<file path="config.mk">
export PLATFORM = sky130hd
export DESIGN_NAME = alu_exec_unit
export DESIGN_NICKNAME = d
export VERILOG_FILES = /design/src/rtl/alu_exec_pkg.sv /design/src/rtl/alu_shifter.sv /design/src/rtl/alu_exec_unit.sv
export SDC_FILE = /design/constraint.sdc
export NUM_CORES = 1
export LEC_CHECK = 0
export ABC_AREA = 1
export BUFFER_PORTS_ARGS = -buffer_cell sky130_fd_sc_hd__buf_2
export CAP_MARGIN = 20
export CORE_UTILIZATION = 49
export CTS_CLUSTER_DIAMETER = 60
export DETAILED_ROUTE_END_ITERATION = 16
export PLACE_DENSITY = 0.77
export SETUP_SLACK_MARGIN = 0.1
export SYNTH_ARGS = -nofsm -noshare
export SYNTH_HDL_FRONTEND = slang
export SYNTH_HIERARCHICAL = 1
export SYNTH_SLANG_ARGS = --single-unit
export TNS_END_PERCENT = 20
</file>
<file path="constraint.sdc">
create_clock -name clk -period 2.8 [get_ports clk]
set_input_delay 0.28 -clock clk [delete_from_list [all_inputs] [get_ports clk]]
set_output_delay 0.28 -clock clk [all_outputs]
set_load 0.1 [all_outputs]
</file>
<file path="src/rtl/alu_exec_pkg.sv">
// Shared constants and enumerations for the multi-cycle ALU execute stage.
// The encodings match the op/shift/state field values seen on the ports.
package alu_exec_pkg;

  localparam int DATA_W = 8;
  localparam int REG_AW = 2;

  typedef enum logic [1:0] {
    OP_ADD = 2'b00,
    OP_CMP = 2'b01,
    OP_AND = 2'b10,
    OP_MVN = 2'b11
  } op_e;

  typedef enum logic [1:0] {
    SH_NONE = 2'b00,
    SH_LSL  = 2'b01,
    SH_LSR  = 2'b10,
    SH_ASR  = 2'b11
  } shift_e;

  typedef enum logic [2:0] {
    S_IDLE   = 3'd0,
    S_LOAD_A = 3'd1,
    S_LOAD_B = 3'd2,
    S_EXEC   = 3'd3,
    S_WB     = 3'd4
  } state_e;

endpackage

</file>
<file path="src/rtl/alu_shifter.sv">
// Single-bit barrel stage applied to operand B ahead of the ALU.
// Purely combinational; the shift amount is always one position.
module alu_shifter
  import alu_exec_pkg::*;
(
  input  logic [DATA_W-1:0] b,
  input  logic [1:0]        shift,
  output logic [DATA_W-1:0] b_sh
);

  // Select the shifted form of B.
  always_comb begin
    b_sh = b;
    case (shift)
      SH_NONE: b_sh = b;
      SH_LSL:  b_sh = {b[DATA_W-2:0], 1'b0};
      SH_LSR:  b_sh = {1'b0, b[DATA_W-1:1]};
      SH_ASR:  b_sh = {b[DATA_W-1], b[DATA_W-1:1]};
      default: b_sh = b;
    endcase
  end

endmodule

</file>
<file path="src/rtl/alu_exec_unit.sv">
// Multi-cycle execute stage: fetches A and B over one register-file read port,
// shifts B, runs ADD/CMP/AND/MVN, updates Z/N/V and writes the result back.
module alu_exec_unit
  import alu_exec_pkg::*;
(
  input  logic              clk,
  input  logic              reset,
  input  logic              start,
  input  logic [1:0]        op,
  input  logic [1:0]        shift,
  input  logic [REG_AW-1:0] rd,
  input  logic [REG_AW-1:0] rn,
  input  logic [REG_AW-1:0] rm,
  output logic [REG_AW-1:0] r_addr,
  input  logic [DATA_W-1:0] r_data,
  output logic              w_en,
  output logic [REG_AW-1:0] w_addr,
  output logic [DATA_W-1:0] w_data,
  output logic              busy,
  output logic              done,
  output logic              Z,
  output logic              N,
  output logic              V
);

  localparam int MSB = DATA_W - 1;

  state_e            state_r;
  state_e            next_state_s;
  op_e               op_r;
  logic [1:0]        shift_r;
  logic [REG_AW-1:0] rd_r;
  logic [REG_AW-1:0] rm_r;
  logic [DATA_W-1:0] a_r;
  logic [DATA_W-1:0] b_r;
  logic [DATA_W-1:0] b_sh_s;
  logic [DATA_W-1:0] alu_res_s;
  logic              v_s;

  alu_shifter u_shifter (
    .b     (b_r),
    .shift (shift_r),
    .b_sh  (b_sh_s)
  );

  // State register.
  always_ff @(posedge clk or posedge reset) begin
    if (reset) begin
      state_r <= S_IDLE;
    end else begin
      state_r <= next_state_s;
    end
  end

  // Next-state sequencing; every state past IDLE lasts one cycle.
  always_comb begin
    next_state_s = state_r;
    case (state_r)
      S_IDLE: begin
        if (start) begin
          next_state_s = S_LOAD_A;
        end else begin
          next_state_s = S_IDLE;
        end
      end
      S_LOAD_A: next_state_s = S_LOAD_B;
      S_LOAD_B: next_state_s = S_EXEC;
      S_EXEC:   next_state_s = S_WB;
      S_WB:     next_state_s = S_IDLE;
      default:  next_state_s = S_IDLE;
    endcase
  end

  // ALU result and signed-overflow detection on A and shifted B.
  always_comb begin
    alu_res_s = '0;
    v_s       = 1'b0;
    case (op_r)
      OP_ADD: begin
        alu_res_s = a_r + b_sh_s;
        v_s       = (a_r[MSB] == b_sh_s[MSB]) && (alu_res_s[MSB] != a_r[MSB]);
      end
      OP_CMP: begin
        alu_res_s = a_r - b_sh_s;
        v_s       = (a_r[MSB] != b_sh_s[MSB]) && (alu_res_s[MSB] != a_r[MSB]);
      end
      OP_AND: begin
        alu_res_s = a_r & b_sh_s;
        v_s       = 1'b0;
      end
      OP_MVN: begin
        alu_res_s = ~b_sh_s;
        v_s       = 1'b0;
      end
      default: begin
        alu_res_s = '0;
        v_s       = 1'b0;
      end
    endcase
  end

  // Instruction latches, operand capture, flags and registered outputs.
  always_ff @(posedge clk or posedge reset) begin
    if (reset) begin
      op_r    <= OP_ADD;
      shift_r <= 2'b00;
      rd_r    <= '0;
      rm_r    <= '0;
      a_r     <= '0;
      b_r     <= '0;
      r_addr  <= '0;
      w_en    <= 1'b0;
      w_addr  <= '0;
      w_data  <= '0;
      busy    <= 1'b0;
      done    <= 1'b0;
      Z       <= 1'b0;
      N       <= 1'b0;
      V       <= 1'b0;
    end else begin
      busy <= (next_state_s != S_IDLE);
      done <= (state_r == S_EXEC);
      w_en <= (state_r == S_EXEC) && (op_r != OP_CMP);

      // Read address is set up one edge early so it is stable for the whole load cycle.
      case (next_state_s)
        S_LOAD_A: r_addr <= rn;
        S_LOAD_B: r_addr <= rm_r;
        default:  r_addr <= '0;
      endcase

      case (state_r)
        S_IDLE: begin
          if (start) begin
            op_r    <= op_e'(op);
            shift_r <= shift;
            rd_r    <= rd;
            rm_r    <= rm;
          end
        end
        S_LOAD_A: a_r <= r_data;
        S_LOAD_B: b_r <= r_data;
        S_EXEC: begin
          Z <= (alu_res_s == '0);
          N <= alu_res_s[MSB];
          V <= v_s;
          // CMP leaves the write port holding the last written address and data.
          if (op_r != OP_CMP) begin
            w_addr <= rd_r;
            w_data <= alu_res_s;
          end
        end
        default: ;
      endcase
    end
  end

endmodule
</file>
### Word level (Yosys, flattened, before mapping)

Cells that the tools add are included.

| cells by class | value |
|---|---|
| $add $sub $neg | 2 |
| equal/unequal tests | 16 |
| muxes and demuxes | 6 |
| bitwise operators | 2 |
| reductions and logical operators | 11 |

Operators by type and width:

| cell | number |
|---|---|
| 8-bit one-hot mux with 4 select lines | 2 |
| 3-bit one-hot mux with 4 select lines | 1 |
| 3-bit by 2-bit == test with 1-bit output, second input constant | 3 |
| 8-bit adder | 1 |
| 8-bit bitwise AND | 1 |
| 2-bit == test, second input constant | 4 |
| 8-bit zero test | 1 |
| 8-bit inverter | 1 |
| 8-bit subtractor | 1 |
| 3-bit by 1-bit == test with 1-bit output, second input constant | 2 |
| 2-bit by 1-bit == test with 1-bit output, second input constant | 2 |
| 2-bit zero test | 2 |
| 2-bit one-hot mux with 2 select lines | 1 |
| 2-bit AND reduction | 2 |
| 1-bit logical AND | 3 |
| 3-bit zero test | 1 |
| 1-bit != test | 3 |
| 1-bit one-hot mux with 3 select lines | 1 |
| 3-bit nonzero test | 1 |
| 2-bit by 1-bit != test with 1-bit output, second input constant | 1 |
| 2-bit OR reduction | 1 |
| 1-bit == test | 1 |
| 1-bit 2-to-1 mux | 1 |

| word-level totals | value |
|---|---|
| bits in registers | 45 |
| input port bits | 21 |
| output and inout port bits | 18 |
| logic and storage cells | 53 |

### Longest topological paths before layout

Gate-level depths: netlist of the first run.

| logic depth | value |
|---|---|
| word-level depth | 6 |
| depth in mapped cells | 19 |

### Modules after synthesis

Netlist of the first run, hierarchy kept.

Modules (own cells, without submodules):

| module | times used | cells an instance | area each (µm²) |
|---|---|---|---|
| alu_exec_unit | 1 | 359 | 2688.8 |
| alu_shifter | 1 | 35 | 172.7 |

### Least setup slack after synthesis of the first run

No wires, ideal clock.

| timing path | value |
|---|---|
| kind | register to register |
| from | register shift_r[0] |
| to | register Z |
| arrival | 2.188 ns |
| setup slack | 0.545 ns |
| cell stages (with the launch flop) | 16 |
| buffers on the path | 1 |
| clock period less this slack | 2.255 ns |
| cells stage by stage | dfrtp_1 -> buf_6 -> nor2_4 -> nand2_1 -> nand2_1 -> ha_1 -> inv_1 -> fa_1 -> or2_2 -> nand3_1 -> nand3_1 -> nor2_1 -> nand3_1 -> nor2_1 -> nand2_1 -> nand2_1 |

| on the way | value |
|---|---|
| cells in the longest elaborated chain, start to end | 5 |

Ends and longest elaborated chain:

| element | RTL line | text |
|---|---|---|
| start: declaration | alu_exec_unit.sv:31 | `logic [1:0] shift_r;` |
| start signal: assignment | alu_exec_unit.sv:136 | `shift_r <= shift;` |
| 2-bit == test, or another cell as far along | alu_shifter.sv:14 | `case (shift)` |
| 8-bit one-hot mux with 4 select lines (*) | alu_shifter.sv:14 |  |
| via b_sh_s[0] | alu_exec_unit.sv:36 | `logic [DATA_W-1:0] b_sh_s;` |
| 8-bit subtractor, or another cell as far along | alu_exec_unit.sv:84 | `alu_res_s = a_r - b_sh_s;` |
| 8-bit one-hot mux with 4 select lines (*) | alu_exec_unit.sv:78 | `case (op_r)` |
| 8-bit zero test (*) | alu_exec_unit.sv:144 | `Z <= (alu_res_s == '0);` |
| end signal: assignment | alu_exec_unit.sv:144 |  |
| end: declaration | alu_exec_unit.sv:21 | `output logic Z,` |

Mark *: on every way through the listed nets, which the timed path passes. The rest lies on a longest branch.
A chain may end at the register's enable or synchronous reset.

### Worst setup path in the final report of the first run

| timing path | value |
|---|---|
| from | register shift_r[1] |
| to | register Z |

The elaborated chain is that of the path after synthesis.

==> summary.txt, run 1 <==
Status -> complete, no violations
Worst-Skew Late Latency -> 0.30 ns
Share of cells above drive strength 1 -> 17.2%
Synth warn -> 6
P&R area growth vs syn -> 12.5%
Grt total ovfl -> 0
Count of unique library cells instantiated by Yosys -> 29
Root buf cell -> clkbuf_8
Hpwl dp -> 4920 um
Final min period -> 2.52 ns
Fin. max-slew vios -> 0
Maxcap violations -> 0
Rows -> 27
Multiplexer share of the synthesized area -> 1.18%
Post-route antenna net violation count -> 0
Largest net degree at the start of global routing -> 27
Cell Chain, Critical Path -> nor2_4 > nand2_1 > nand3_1 > inv_1 > fa_1 > or2_2 > nand3_1 > nand3_1 > nor2_1 > nand3_1 > nor2_1 > nand2_1 > nand2_1
Hold Crit Start -> rm[1]
FF-to-FF Start -> shift_r[1]$_DFFE_PP0P_
Crit path from -> shift_r[1]$_DFFE_PP0P_
Worst-path clk slew -> 0.09 ns
Commonest non-fill, non-tap cell in the layout -> nand2_1
Fin nets -> 473
First-pass GRT wire length -> 10,700 um
Post-Route WL -> 6360 um
Crit path max fanout -> 8
# H-tree levels -> 2
IO buf count -> 38
RSZ-0062 raised after global routing -> no
Vias/cell -> 5.11
Buf+Inv Stages, Crit Path -> 1
Antenna violations before repair -> 0
Worst reg2reg endpoint -> Z$_DFFE_PP0P_
CP top delay family -> simple AND/OR/NAND/NOR gates
Critical Path RT -> 3.04 ns
Critical Path AT -> 2.75 ns
Post-Syn Area -> 2860 um^2
Worst slew pin tran -> 0.652 ns
Register bit total from synthesis -> 45
Max_slew headroom -> 56.2%
Number of global-route vias before repair -> 2,392
GRT Total Usage -> 22.0%
Most common cell on crit path -> nand3_1
CTS Buf Count -> 5
Max Freq -> 397 MHz
DR pass1 iterations -> 4
Max Root-Sink Buffers -> 2
Largest cells by area after synthesis -> dfrtp_1 39%, nand2_1 16%, nand3_1 8.6%
GP Congestion -> 1.00
Die X-Extent -> 78.4 um
Core area -> 5570 um^2
Final Hold Vio Count -> 0
FF-to-FF path depth -> 13
Synth Area in Compound Gates -> 8.13%
DRC viols -> 0
Antenna diodes -> 0
TritonCTS Sinks -> 45
CTS tree -> done
Yosys top cell area share -> 39.4%
Seq/Total Area, Yosys -> 39.4%
Nature of the critical path startpoint -> flop
Slowest CP cell -> dfrtp_2
Largest family of logic cells by synthesized area -> simple AND/OR/NAND/NOR gates
Post-Synth Adder-Cell Area -> 8.40%
IO Pins -> 39
Setup_tns -> 0 ns
Initial Utilization -> 51.3%
Crit share post-route -> 89.9%
Type of the most critical hold path -> primary input to flop
Die height -> 78.4 um
Crit. End Element -> flop
Worst Setup EP -> Z$_DFFE_PP0P_
Worst R2R Setup Slack -> 0.28 ns
Syn_nets -> 433
Most frequent cells in the layout -> 118 x nand2_1, 53 x inv_1, 49 x nand3_1
Worst Path Class, Setup -> flop to flop
WL per Instance -> 12.5 um
Worst hold slack -> 0.203 ns
Synthesized-area fraction occupied by xor and xnor cells -> 0.306%
Mean Syn Cell Area -> 7.26 um^2
Routed vias -> 2,589
Drt first-iter violations -> 201
Worst Skew -> 0.0104 ns
Area leader, netlist -> dfrtp_1
Number of setup violations in the final report -> 0
Post-Synth Simple-Gate Area -> 32.3%
Critical Path Stages -> 13
Post-synthesis cell count -> 394
Die ar. -> 6150 um^2
Crit-path max cell delay -> 0.49 ns
==> sequential cells by signal, indices dropped and copies added, names as in the netlist, 2 cells and up <==
name     cells
b_r          8
w_addr       2
w_data       8
rd_r         2
op_r         2
a_r          8
state_r      3
r_addr       2
shift_r      2
rm_r         2
==> cell usage after synthesis (all sizes together) <==
| master | n |
|---|---|
| mux2 | 3 |
| a21oi | 14 |
| or2 | 3 |
| nand4 | 3 |
| ha | 16 |
| nand3b | 2 |
| and2 | 1 |
| dfrtp | 45 |
| nor3 | 1 |
| nor2 | 32 |
| inv | 58 |
| buf | 8 |
| o22ai | 4 |
| a31oi | 2 |
| xnor2 | 1 |
| o21ai | 25 |
| fa | 2 |
| nand2 | 120 |
| clkbuf | 3 |
| nand3 | 51 |
==> worst reg2reg max path, cell delays in order, from the launching register on <==
cell	delay (ns)
dfrtp_2	0.49
nor2_4	0.22
nand2_1	0.08
nand3_1	0.15
inv_1	0.12
fa_1	0.46
or2_2	0.31
nand3_1	0.08
nand3_1	0.14
nor2_1	0.12
nand3_1	0.08
nor2_1	0.11
nand2_1	0.06
nand2_1	0.05
==> area by class of cell <==
type | count | area, um^2
fill | 557 | 2360
multi-input combinational | 280 | 1450
sequential | 45 | 1130
timing repair buffer | 44 | 238
inverter | 58 | 218
tap | 72 | 90.1
clock buffer | 6 | 82.6
clock inverter | 2 | 13.8
==> per-stage QoR <==
step | instance area (um^2) | util [%] | instances | worst slack (ns)
2_1_floorplan | 2860 | - | 394 | 0.545
3_5_place_dp | 3070 | 55.1 | 494 | 0.257
4_1_cts | 3180 | 57.0 | 503 | 0.219
3_3_place_gp | 3070 | 55.1 | 494 | 0.312
5_1_grt | 3220 | 57.7 | 507 | 0.0891
6_report | 3220 | 57.7 | 507 | 0.283
==> what timing repair did <==
action                                 4_1_cts  5_1_grt
resized for setup                            0        5
hold buffers                                 1        0
endpoints found under the hold margin       11        0
setup endpoints to repair                    0        2
buffers inserted                             0        4
==> worst min path at each step <==
stage,to,cells after the start
after detailed placement,op_r[0]$_DFFE_PP0P_,2
final,rm_r[1]$_DFFE_PP0P_,2
after floorplan,r_addr[0]$_DFF_PP0_,2
after global routing,rm_r[1]$_DFFE_PP0P_,2
after global placement,op_r[0]$_DFFE_PP0P_,2
after CTS,shift_r[0]$_DFFE_PP0P_,2
==> routing by layer <==
metal	wire [um]	global-route usage (%)	part of all wire, %	up-vias
met5	0	0	0	-
met4	46	4.44	0.72	0
met3	250	3.49	3.9	7
met2	3050	37.2	48	61
met1	3010	29.9	47	1190
li1	-	-	-	1331
==> cell families after synthesis <==
family / after synthesis
AND/OR/NAND/NOR: 213
buffers and inverters: 69
AO/OA/AOI/OAI: 45
flip-flops: 45
adder cells (fa/ha/maj): 18
multiplexers: 3
XOR/XNOR: 1
Power of run 1 is left out: the tool's default activity adds up to more than one toggle a clock period on the data nets, which glitch-free logic cannot reach.
==> run 2: changes to the inputs <==
Settings changed: GPL_TIMING_DRIVEN set to 0.
==> summary.txt, run 2 (synthesis gave the netlist of run 1 again) <==
Most frequent cells in the layout -> 118 x nand2_1, 53 x inv_1, 47 x nand3_1
Critical Path RT -> 3.04 ns (about the same)
Worst Setup EP -> Z$_DFFE_PP0P_
Largest net degree at the start of global routing -> 46 (+70%)
Place WS -> 0.270 ns (+0.0127 ns)
Commonest non-fill, non-tap cell in the layout -> nand2_1
GP Congestion -> 0.946 (-5.6%)
Final core utilization -> 58.7% (+0.94 points)
Die X-Extent -> 78.4 um (unchanged)
P&R area growth vs syn -> 14.3%
Crit path max fanout -> 10 (+2)
# H-tree levels -> 2 (unchanged)
CTS tree -> done
Critical Path AT -> 2.73 ns (-0.02 ns)
Initial Utilization -> 51.3% (unchanged)
Worst slew pin tran -> 0.901 ns (+0.249 ns)
First-pass GRT wire length -> 10,800 um (+0.83%)
IO buf count -> 38 (unchanged)
Worst Skew -> 0.0107 ns (+0.000290 ns)
Share of cells above drive strength 1 -> 18.6% (+1.4 points)
Number of setup violations in the final report -> 0 (unchanged)
FF-to-FF path depth -> 15 (+2)
Crit. End Element -> flop
Filler cells -> 539 (-3.2%)
Post-route setup slack -> 0.313 ns (+0.0300 ns)
Worst Path Class, Setup -> flop to flop
Die ar. -> 6150 um^2 (unchanged)
Antenna diodes -> 0 (unchanged)
Post-Route WL -> 6250 um (-1.6%)
Worst-path clk slew -> 0.09 ns (about the same)
Crit path from -> shift_r[1]$_DFFE_PP0P_
Status -> complete, no violations
CTS Buf Count -> 5 (unchanged)
Fin nets -> 479 (+1.3%)
IO Pins -> 39 (unchanged)
Root buf cell -> clkbuf_8
Post-route antenna net violation count -> 0 (unchanged)
WL per Instance -> 12.2 um (-2.8%)
FF-to-FF Start -> shift_r[1]$_DFFE_PP0P_
Max Freq -> 402 MHz (+1.2%)
Setup_tns -> 0 ns (unchanged)
Worst R2R Setup Slack -> 0.31 ns (+0.03 ns)
Max_slew headroom -> 39.8% (-16 points)
GRT Total Usage -> 22.3% (+0.28 points)
DR pass1 iterations -> 4 (unchanged)
Worst-Skew Late Latency -> 0.31 ns (about the same)
Number of global-route vias before repair -> 2,456 (+2.7%)
Area used by multi-input combinational logic -> 1470 um^2 (+1.3%)
Final Hold Vio Count -> 0 (unchanged)
Fin. max-slew vios -> 0 (unchanged)
Max Root-Sink Buffers -> 2 (unchanged)
Drt first-iter violations -> 146 (-27%)
Reg area -> 1130 um^2 (-0.22%)
Antenna violations before repair -> 0 (unchanged)
TritonCTS Sinks -> 45 (unchanged)
Type of the most critical hold path -> primary input to async pin
Hpwl dp -> 4960 um (+0.84%)
Rows -> 27 (unchanged)
DRC viols -> 0 (unchanged)
Largest registers -> a_r x8, b_r x8, w_data x8
Worst hold slack -> 0.158 ns (-0.0449 ns)
Core area -> 5570 um^2 (unchanged)
Vias/cell -> 5.12 (+0.20%)
Final min period -> 2.49 ns (-0.0300 ns)
Die height -> 78.4 um (unchanged)
RSZ-0062 raised after global routing -> no
Maxcap violations -> 0 (unchanged)
Routed vias -> 2,625 (+1.4%)
Nature of the critical path startpoint -> flop
Grt total ovfl -> 0 (unchanged)
Crit share post-route -> 88.8% (-1.1 points)
Worst reg2reg endpoint -> Z$_DFFE_PP0P_
==> run 2: worst min path at each step <==
stage,end,depth (start not counted)
6_report,r_addr[0]$_DFF_PP0_,2
2_1_floorplan,r_addr[0]$_DFF_PP0_,2
5_1_grt,rm_r[1]$_DFFE_PP0P_,2
4_1_cts,r_addr[0]$_DFF_PP0_,2
3_3_place_gp,w_data[2]$_DFFE_PP0P_,2
3_5_place_dp,w_data[0]$_DFFE_PP0P_,2
==> run 2: layout make-up <==
type                            count  share of cell area (%)
Multi-Input combinational cell    280                    44.8
Sequential cell                    45                    34.4
Inverter                           58                    6.66
Timing Repair Buffer               39                    6.04
Tap cell                           72                    2.75
Buffer                             11                    2.52
Clock buffer                        5                    2.10
Clock inverter                      3                   0.650
==> run 2: metal layers <==
layer	vias to the layer above	part of all wire (%)	global-route usage, %
li1	1339	-	-
met1	1214	46	28.5
met2	61	49	37.8
met3	11	3.6	3.95
met4	0	1.6	7.96
met5	-	0	0
==> run 2: what timing repair did <==
action | 4_1_cts | 5_1_grt
buffers inserted | 0 | 1
setup endpoints to repair | 0 | 1
hold buffers | 0 | 0
resized for setup | 0 | 9
==> run 2: metrics by stage <==
stage / instance area, um^2 / instances
final: 3270 / 513
after global placement: 3140 / 504
after global routing: 3270 / 513
after CTS: 3230 / 512
after floorplan: 2860 / 394
after detailed placement: 3140 / 504
==> run 2: worst max-delay path, cell delays in order (launching register included) <==
cell and delay [ns]:
dfrtp_1 0.39, buf_6 0.15, nor2_4 0.19, nand2_1 0.09
nand2_2 0.11, ha_1 0.17, inv_1 0.05, fa_2 0.35
or2_2 0.30, nand3_1 0.08, nand3_1 0.12, nor2_1 0.10
nand3_1 0.08, nor2_1 0.11, nand2_1 0.07, nand2_1 0.06
Power of run 2 is left out for the same reason.
